## src/rtl/seq_reg_pkg.sv

```systemverilog
// Shared state encoding and fixed program constants for the seq_reg sequencer.
package seq_reg_pkg;

  typedef enum logic [2:0] {
    ST_INIT  = 3'd0,
    ST_WAIT  = 3'd1,
    ST_RUN_C = 3'd2,
    ST_RUN_A = 3'd3,
    ST_DONE  = 3'd4
  } seq_state_e;

  localparam logic [7:0]  B_INIT      = 8'd48;
  localparam int unsigned WAIT_CYCLES = 3;
  localparam logic [7:0]  A_STEP      = 8'd3;
  localparam logic [7:0]  A_LIMIT     = 8'd36;

  localparam int unsigned WAIT_W    = (WAIT_CYCLES > 1) ? $clog2(WAIT_CYCLES) : 1;
  localparam logic [WAIT_W-1:0] WAIT_LAST = WAIT_W'(WAIT_CYCLES - 1);

endpackage

```

## src/rtl/seq_reg_ctrl.sv

```systemverilog
// Sequencer FSM and WAIT counter; decodes per-state datapath strobes.
// With SEQ_REG_TOP_DBG_STATE_EN defined the current state is also exported.
module seq_reg_ctrl
  import seq_reg_pkg::*;
(
  input  logic       clk,
  input  logic       rst,
  input  logic [7:0] a,
  input  logic [7:0] b,
  input  logic [7:0] c,
  output logic       ld_b,
  output logic       inc_c,
  output logic       inc_a
`ifdef SEQ_REG_TOP_DBG_STATE_EN
  ,
  output seq_state_e state
`endif
);

  seq_state_e        state_q;
  logic [WAIT_W-1:0] wait_cnt;
  logic [8:0]        c_inc9;
  logic [8:0]        b_inc9;
  logic [7:0]        a_nxt;

  // Exit tests look at the value the datapath is writing this cycle.
  assign c_inc9 = {1'b0, c} + 9'd1;
  assign b_inc9 = {1'b0, b} + 9'd1;
  assign a_nxt  = a + A_STEP;

  always_ff @(posedge clk or negedge rst) begin
    if (!rst) begin
      state_q  <= ST_INIT;
      wait_cnt <= '0;
    end else begin
      case (state_q)
        ST_INIT: begin
          state_q  <= ST_WAIT;
          wait_cnt <= '0;
        end
        ST_WAIT: begin
          if (wait_cnt == WAIT_LAST) state_q <= ST_RUN_C;
          else                       wait_cnt <= wait_cnt + WAIT_W'(1);
        end
        ST_RUN_C: if (c_inc9 == b_inc9)  state_q <= ST_RUN_A;
        ST_RUN_A: if (a_nxt >= A_LIMIT)  state_q <= ST_DONE;
        ST_DONE:  state_q <= ST_DONE;
        default:  state_q <= ST_INIT;
      endcase
    end
  end

  assign ld_b  = (state_q == ST_INIT);
  assign inc_c = (state_q == ST_RUN_C);
  assign inc_a = (state_q == ST_RUN_A);

`ifdef SEQ_REG_TOP_DBG_STATE_EN
  assign state = state_q;
`endif

endmodule

```

## src/rtl/seq_reg_top.sv

```systemverilog
// Fixed-program sequencer top: result registers a, b, c and status d.
// Define SEQ_REG_TOP_DBG_STATE_EN to expose the FSM state code on d[2:0].
module seq_reg_top
  import seq_reg_pkg::*;
(
  input  logic       clk,
  input  logic       rst,
  output logic [7:0] a,
  output logic [7:0] b,
  output logic [7:0] c,
  output logic [7:0] d
);

  logic ld_b;
  logic inc_c;
  logic inc_a;

`ifdef SEQ_REG_TOP_DBG_STATE_EN
  seq_state_e state;
`endif

  seq_reg_ctrl u_ctrl (
    .clk   (clk),
    .rst   (rst),
    .a     (a),
    .b     (b),
    .c     (c),
    .ld_b  (ld_b),
    .inc_c (inc_c),
    .inc_a (inc_a)
`ifdef SEQ_REG_TOP_DBG_STATE_EN
    ,
    .state (state)
`endif
  );

  always_ff @(posedge clk or negedge rst) begin
    if (!rst) begin
      a <= '0;
      b <= '0;
      c <= '0;
    end else begin
      if (ld_b)  b <= B_INIT;
      if (inc_c) c <= c + 8'd1;
      if (inc_a) a <= a + A_STEP;
    end
  end

`ifdef SEQ_REG_TOP_DBG_STATE_EN
  // State register resets to INIT (code 0), so d reads 0 during reset.
  assign d = {5'd0, state};
`else
  assign d = '0;
`endif

endmodule

```

## config.mk

```make
export PLATFORM = sky130hd
export DESIGN_NAME = seq_reg_top
export DESIGN_NICKNAME = d
export VERILOG_FILES = /design/src/rtl/seq_reg_pkg.sv /design/src/rtl/seq_reg_ctrl.sv /design/src/rtl/seq_reg_top.sv
export SDC_FILE = /design/constraint.sdc
export NUM_CORES = 1
export LEC_CHECK = 0
export CORE_MARGIN = 1
export CORE_UTILIZATION = 30
export DETAILED_ROUTE_END_ITERATION = 10
export SLEW_MARGIN = 20
export SYNTH_ARGS = -nofsm -noshare
export SYNTH_HDL_FRONTEND = slang
export SYNTH_SLANG_ARGS = --single-unit
```

## constraint.sdc

```tcl
create_clock -name clk -period 2.4 [get_ports clk]
set_clock_uncertainty 0.1 [all_clocks]
set_input_delay 0.36 -clock clk [delete_from_list [all_inputs] [get_ports clk]]
set_output_delay 0.36 -clock clk [all_outputs]
set_load 0.01 [all_outputs]
```

==> results.toml, run 1 <==
[synthesis]
synthCells = 153
synth_seq_cells = 22
yosys_warnings = 0
synth_enable_flop_cells = 0
synthArstFlopShare_pct = 100
syn_avg_cell_area_um2 = 9.28
ys_seq_area_share_pct = 38.8
synth_area_um2 = 1420
synth_ff_type = "dfrtp_1"
ys_types = 48

[cts]
holdBufCountCts = 0
h-tree-depth = 1
clock_latency_ns = 0.26
cts.repair.resized = 0
clockBufferDepth = 2
clk_pin_slew_worst_paths_ns = 0.08
post_cts_buffers = 0
cts_sinks = 22
cts_root_buf = "clkbuf_8"
cts_buffers = 3
cts_tree = "done"

[critical_path]
crit_cells = 6
r2r_setup_slack_ns = 0.48
cp_max_fo = 9
critPathTopFamily = "compound AO/OA/AOI/OAI gates"
startpoint_type = "flip-flop"
critPathKind = "reg2reg"
max_stage_delay_ns = 0.48
cpMaxStageDelayCell = "dfrtp_1"
r2r_start = "c[1]"
r2r_cells = 6
worstPathArrival_ns = 1.96
worstPathCellList = "ha_1 > and4b_1 > a21oi_1 > nor3_1 > o311ai_1 > o211ai_2"
end_kind = "flip-flop"
r2r-end = "u_ctrl.state_q[0]"
cp_num_buf_inv = 0
required_ns = 2.44

[sta]
setup_viol = 0
tns_ns = 0
slew_viol_final = 0
post-route-period-util_pct = 79.9
grt_setup_unrepaired = "false"
final-hold-violation-count = 0
max_freq_mhz = 521
fin_crit_ns = 1.92

[global_routing]
overflow = 0
gr-usage-all-layers_pct = 10.8
grt_max_degree = 23
grt_pass1_wl_um = 4340
grt_pass1_vias = 914
grt_antenna_before_repair = 0

[layout]
seq_area_um2 = 551
fillers = 462
drive_gt1_share_pct = 7.19
layout.nets = 175
syn2layout_area_growth_pct = 13.7
n_antenna_cell = 0
multi_input_area_um2 = 737
final_area_um2 = 1610

[detailed_routing]
initialDrtViolationCount = 92
avgRoutedWirePerCell_um = 11.3
route.detailed.drc = 0
avgViaCountPerCell = 4.78
dr_total_vias = 1046
first_pass_iters = 6
ant_nets = 0
routed_wl_um = 2480

[die]
placementRows = 24
die_h_um = 70.8
coreArea_um2 = 4440
io_pins = 34
start_util_pct = 32.0
fp.dieW_um = 70.8
dieArea_um2 = 5010

[placement]
hpwlAfterDp_um = 1740
port_buffers = 19
place_area_um2 = 1570
gp_congestion = 0.747

[job]
cap_violations = 0

[power_and_ir_drop]
leakage_nw = 0.713
ir_drop_mv = 0.221
power_density_nw_per_um2 = 383

[run_status]
status = "complete, no violations"

[worst_hold_path]
hold_class = "in2async"
==> state kept, by name (all words and copies together) (netlist names) <==
register,count
u_ctrl.wait_cnt,2
u_ctrl.state_q,3
b,1
c,8
a,8
==> through the flow <==
| step | cells | total power, mW | util [%] | setup WS, ns | hold WS (ns) |
|---|---|---|---|---|---|
| final | 219 | 0.618 | 36.3 | 0.482 | 0.346 |
| after global routing | 219 | 0.651 | 36.3 | 0.324 | 0.368 |
| after detailed placement | 216 | 0.398 | 35.4 | 0.500 | 0.422 |
| after CTS | 219 | 0.629 | 36.3 | 0.484 | 0.354 |
| after global placement | 216 | 0.398 | 35.4 | 0.495 | 0.409 |
| after floorplan | 166 | 0.404 | - | 0.625 | -0.0356 |
==> metal layers <==
metal | track usage [%] | wire [um] | vias up
li1 | - | - | 533
met1 | 14.8 | 1180 | 484
met2 | 17.1 | 1150 | 24
met3 | 2.99 | 119 | 5
met4 | 2.67 | 24 | 0
met5 | 0 | 0 | -
==> power breakdown <==
group          switching [mW]  internal (mW)
sequential                  0          0.370
clock                   0.116          0.112
combinational          0.0171        0.00250
==> worst max path at each step <==
stage / slack [ns] / end / startpoint
detailed placement: 0.50 / u_ctrl.state_q[0] / c[1]
global placement: 0.49 / u_ctrl.state_q[0] / c[1]
CTS: 0.48 / u_ctrl.state_q[0] / c[1]
floorplan: 0.63 / u_ctrl.state_q[0] / c[0]
global route: 0.32 / u_ctrl.state_q[0] / c[1]
finish: 0.48 / u_ctrl.state_q[0] / c[1]
==> final cells by class <==
| cell class | count | share of cell area [%] |
|---|---|---|
| Multi-Input combinational cell | 116 | 45.7 |
| Sequential cell | 22 | 34.1 |
| Timing Repair Buffer | 20 | 12.2 |
| Tap cell | 52 | 4.03 |
| Clock buffer | 3 | 2.56 |
| Inverter | 6 | 1.40 |
==> cells in the final DEF, fill, tap and decap left out, types with 2 or more instances in the layout <==
cell             count
a211oi_1             3
a21oi_1              8
a31oi_1              2
and3_2               2
clkbuf_8             3
clkdlybuf4s50_1     19
conb_1              14
dfrtp_1             22
ha_1                 4
inv_1                6
nand2_1             18
nand3_1              4
nand4_1              3
nor2_1               8
nor2b_1              2
nor3_1               3
o21ai_0              2
o22ai_1              2
o31ai_1              2
xnor2_1             10
xor2_1               5
==> cell usage after synthesis, drive strengths merged, types with 3 or more instances <==
cell type / count / area [um2]
nor3: 3 / 15.0
clkbuf: 4 / 25.0
ha: 4 / 50.1
nand4: 3 / 18.8
dfrtp: 22 / 551
nand3: 4 / 20.0
a21oi: 8 / 40.0
nor2: 8 / 30.0
xnor2: 10 / 87.6
a211oi: 3 / 22.5
nand2: 18 / 67.6
o21ai: 3 / 15.0
inv: 6 / 22.5
xor2: 5 / 43.8
and3: 3 / 21.3
buf: 18 / 134
==> cell families after synthesis <==
kind of cell	after synthesis	synth area share, %
simple gates	50	19.0
compound gates	32	15.7
buf+inv	28	12.8
flops	22	38.8
xor+xnor	15	9.25
fa+ha+maj	4	3.52
other cells	1	0.264
mux	1	0.705
(Power assumes the default switching activity.)
==> run 2, diff against run 1 <==
==> constraint.sdc (replaced) <==
create_clock -name clk -period 2 [get_ports clk]
set_clock_uncertainty 0.1 [all_clocks]
set_input_delay 0.3 -clock clk [delete_from_list [all_inputs] [get_ports clk]]
set_output_delay 0.3 -clock clk [all_outputs]
set_load 0.01 [all_outputs]
==> results.toml, run 2 (synthesis gave the netlist of run 1 again) <==
[cts]
cts.repair.resized = 0
cts_root_buf = "clkbuf_8"
post_cts_buffers = 0
cts_tree = "done"
clockBufferDepth = 2
clock_latency_ns = 0.25
cts_sinks = 22
h-tree-depth = 1
cts_buffers = 3
clk_pin_slew_worst_paths_ns = 0.07
holdBufCountCts = 0

[power_and_ir_drop]
ir_drop_mv = 0.229
power.total_mw = 0.736
leakage_nw = 0.731
power_density_nw_per_um2 = 448

[die]
die_h_um = 70.8
coreArea_um2 = 4440
fp.dieW_um = 70.8
start_util_pct = 32.0
placementRows = 24
io_pins = 34
dieArea_um2 = 5010

[critical_path]
r2r_start = "a[0]"
max_stage_delay_ns = 0.42
cp_max_fo = 4
critPathTopFamily = "compound AO/OA/AOI/OAI gates"
r2r-end = "u_ctrl.state_q[0]"
end_kind = "flip-flop"
worstPathArrival_ns = 1.90
required_ns = 2.08
crit_cells = 7
r2r_setup_slack_ns = 0.18
crit_start = "a[0]"
cpMaxStageDelayCell = "dfrtp_1"
startpoint_type = "flip-flop"
r2r_cells = 7
endpoint = "u_ctrl.state_q[0]"
worstPathCellList = "inv_1 > ha_1 > or3b_1 > a21oi_1 > a211oi_1 > a211o_1 > o211ai_2"
critPathKind = "reg2reg"
cp_num_buf_inv = 1

[sta]
final-hold-violation-count = 0
fin_crit_ns = 1.82
max_freq_mhz = 551
slew_viol_final = 0
post-route-period-util_pct = 90.8
grt_setup_unrepaired = "false"
tns_ns = 0
setup_viol = 0
hold_ws_ns = 0.295

[layout]
fillers = 467
top_regs = "a x8, c x8, u_ctrl.state_q x3"
layout.nets = 179
syn2layout_area_growth_pct = 15.8
final_area_um2 = 1640
seq_area_um2 = 551
layout_common_cells = "22 x dfrtp_1, 19 x clkdlybuf4s50_1, 18 x nand2_1"
drive_gt1_share_pct = 9.36
multi_input_area_um2 = 737
final_common_cell = "dfrtp_1"
n_antenna_cell = 0

[placement]
gp_congestion = 0.740
place_area_um2 = 1600
hpwlAfterDp_um = 1760
port_buffers = 19

[job]
cap_violations = 0

[detailed_routing]
initialDrtViolationCount = 43
route.detailed.drc = 0
first_pass_iters = 6
ant_nets = 0
avgRoutedWirePerCell_um = 11.4
routed_wl_um = 2540
dr_total_vias = 1065
avgViaCountPerCell = 4.78

[global_routing]
grt_util_met1_pct = 14.7
grt_max_degree = 23
grt_pass1_wl_um = 4380
grt_pass1_vias = 960
overflow = 0
grt_busiest_layer = "met2"
grt_antenna_before_repair = 0
gr-usage-met2_pct = 17.6
gr-usage-all-layers_pct = 10.9
use_met3_pct = 3.13

[run_status]
status = "complete, no violations"

[worst_hold_path]
hold_class = "in2async"
==> run 2: changes by cell type in the layout (fill, tap and decap cells not counted) <==
cell	delta
buf_4	+4
==> run 2: area by class of cell <==
type                            instances  share of cell area [%]
Multi-Input combinational cell        116                    44.8
Sequential cell                        22                    33.5
Timing Repair Buffer                   24                    13.9
Tap cell                               52                    3.96
Clock buffer                            3                    2.51
Inverter                                6                    1.37
==> run 2: worst min-delay path by stage <==
stage,startpoint,end,depth (start not counted)
global route,rst,c[4],2
finish,rst,c[6],2
global placement,a[0],a[0],1
detailed placement,u_ctrl.wait_cnt[1],u_ctrl.wait_cnt[1],1
CTS,rst,c[3],2
floorplan,rst,a[0],0
==> run 2: worst register-to-register path: cells and delay by family (launching register included) <==
family	cells	cell delay (ns)
AND/OR/NAND/NOR	1	0.35
AO/OA/AOI/OAI	4	0.63
adder cells (fa/ha/maj)	1	0.17
buffers and inverters	1	0.07
flip-flops	1	0.42
==> run 2: per-stage QoR <==
stage	instances	setup WS, ns	util [%]
detailed placement	220	0.188	36.1
global route	223	0.0577	37.0
CTS	223	0.167	37.0
floorplan	166	0.225	-
global placement	220	0.192	36.1
finish	223	0.185	37.0
==> run 2: where the power goes <==
group / internal (mW) / switching, mW
Sequential: 0.444 / 0
Clock: 0.134 / 0.134
Combinational: 0.00300 / 0.0205
==> run 2: per-layer routing <==
| metal | up-vias | wire, um |
|---|---|---|
| met1 | 497 | 1280 |
| li1 | 539 | - |
| met3 | 2 | 116 |
| met4 | 0 | 13 |
| met5 | - | 0 |
| met2 | 27 | 1120 |
==> run 3, diff against run 2 <==
--- a/config.mk
+++ b/config.mk
@@ -7,6 +7,7 @@
 export LEC_CHECK = 0
 export CORE_MARGIN = 1
 export CORE_UTILIZATION = 30
+export CTS_CLUSTER_SIZE = 40
 export DETAILED_ROUTE_END_ITERATION = 10
 export SLEW_MARGIN = 20
 export SYNTH_ARGS = -nofsm -noshare
==> results of run 3 <==
The final DEF is identical to that of run 2; final timing and power are the same.
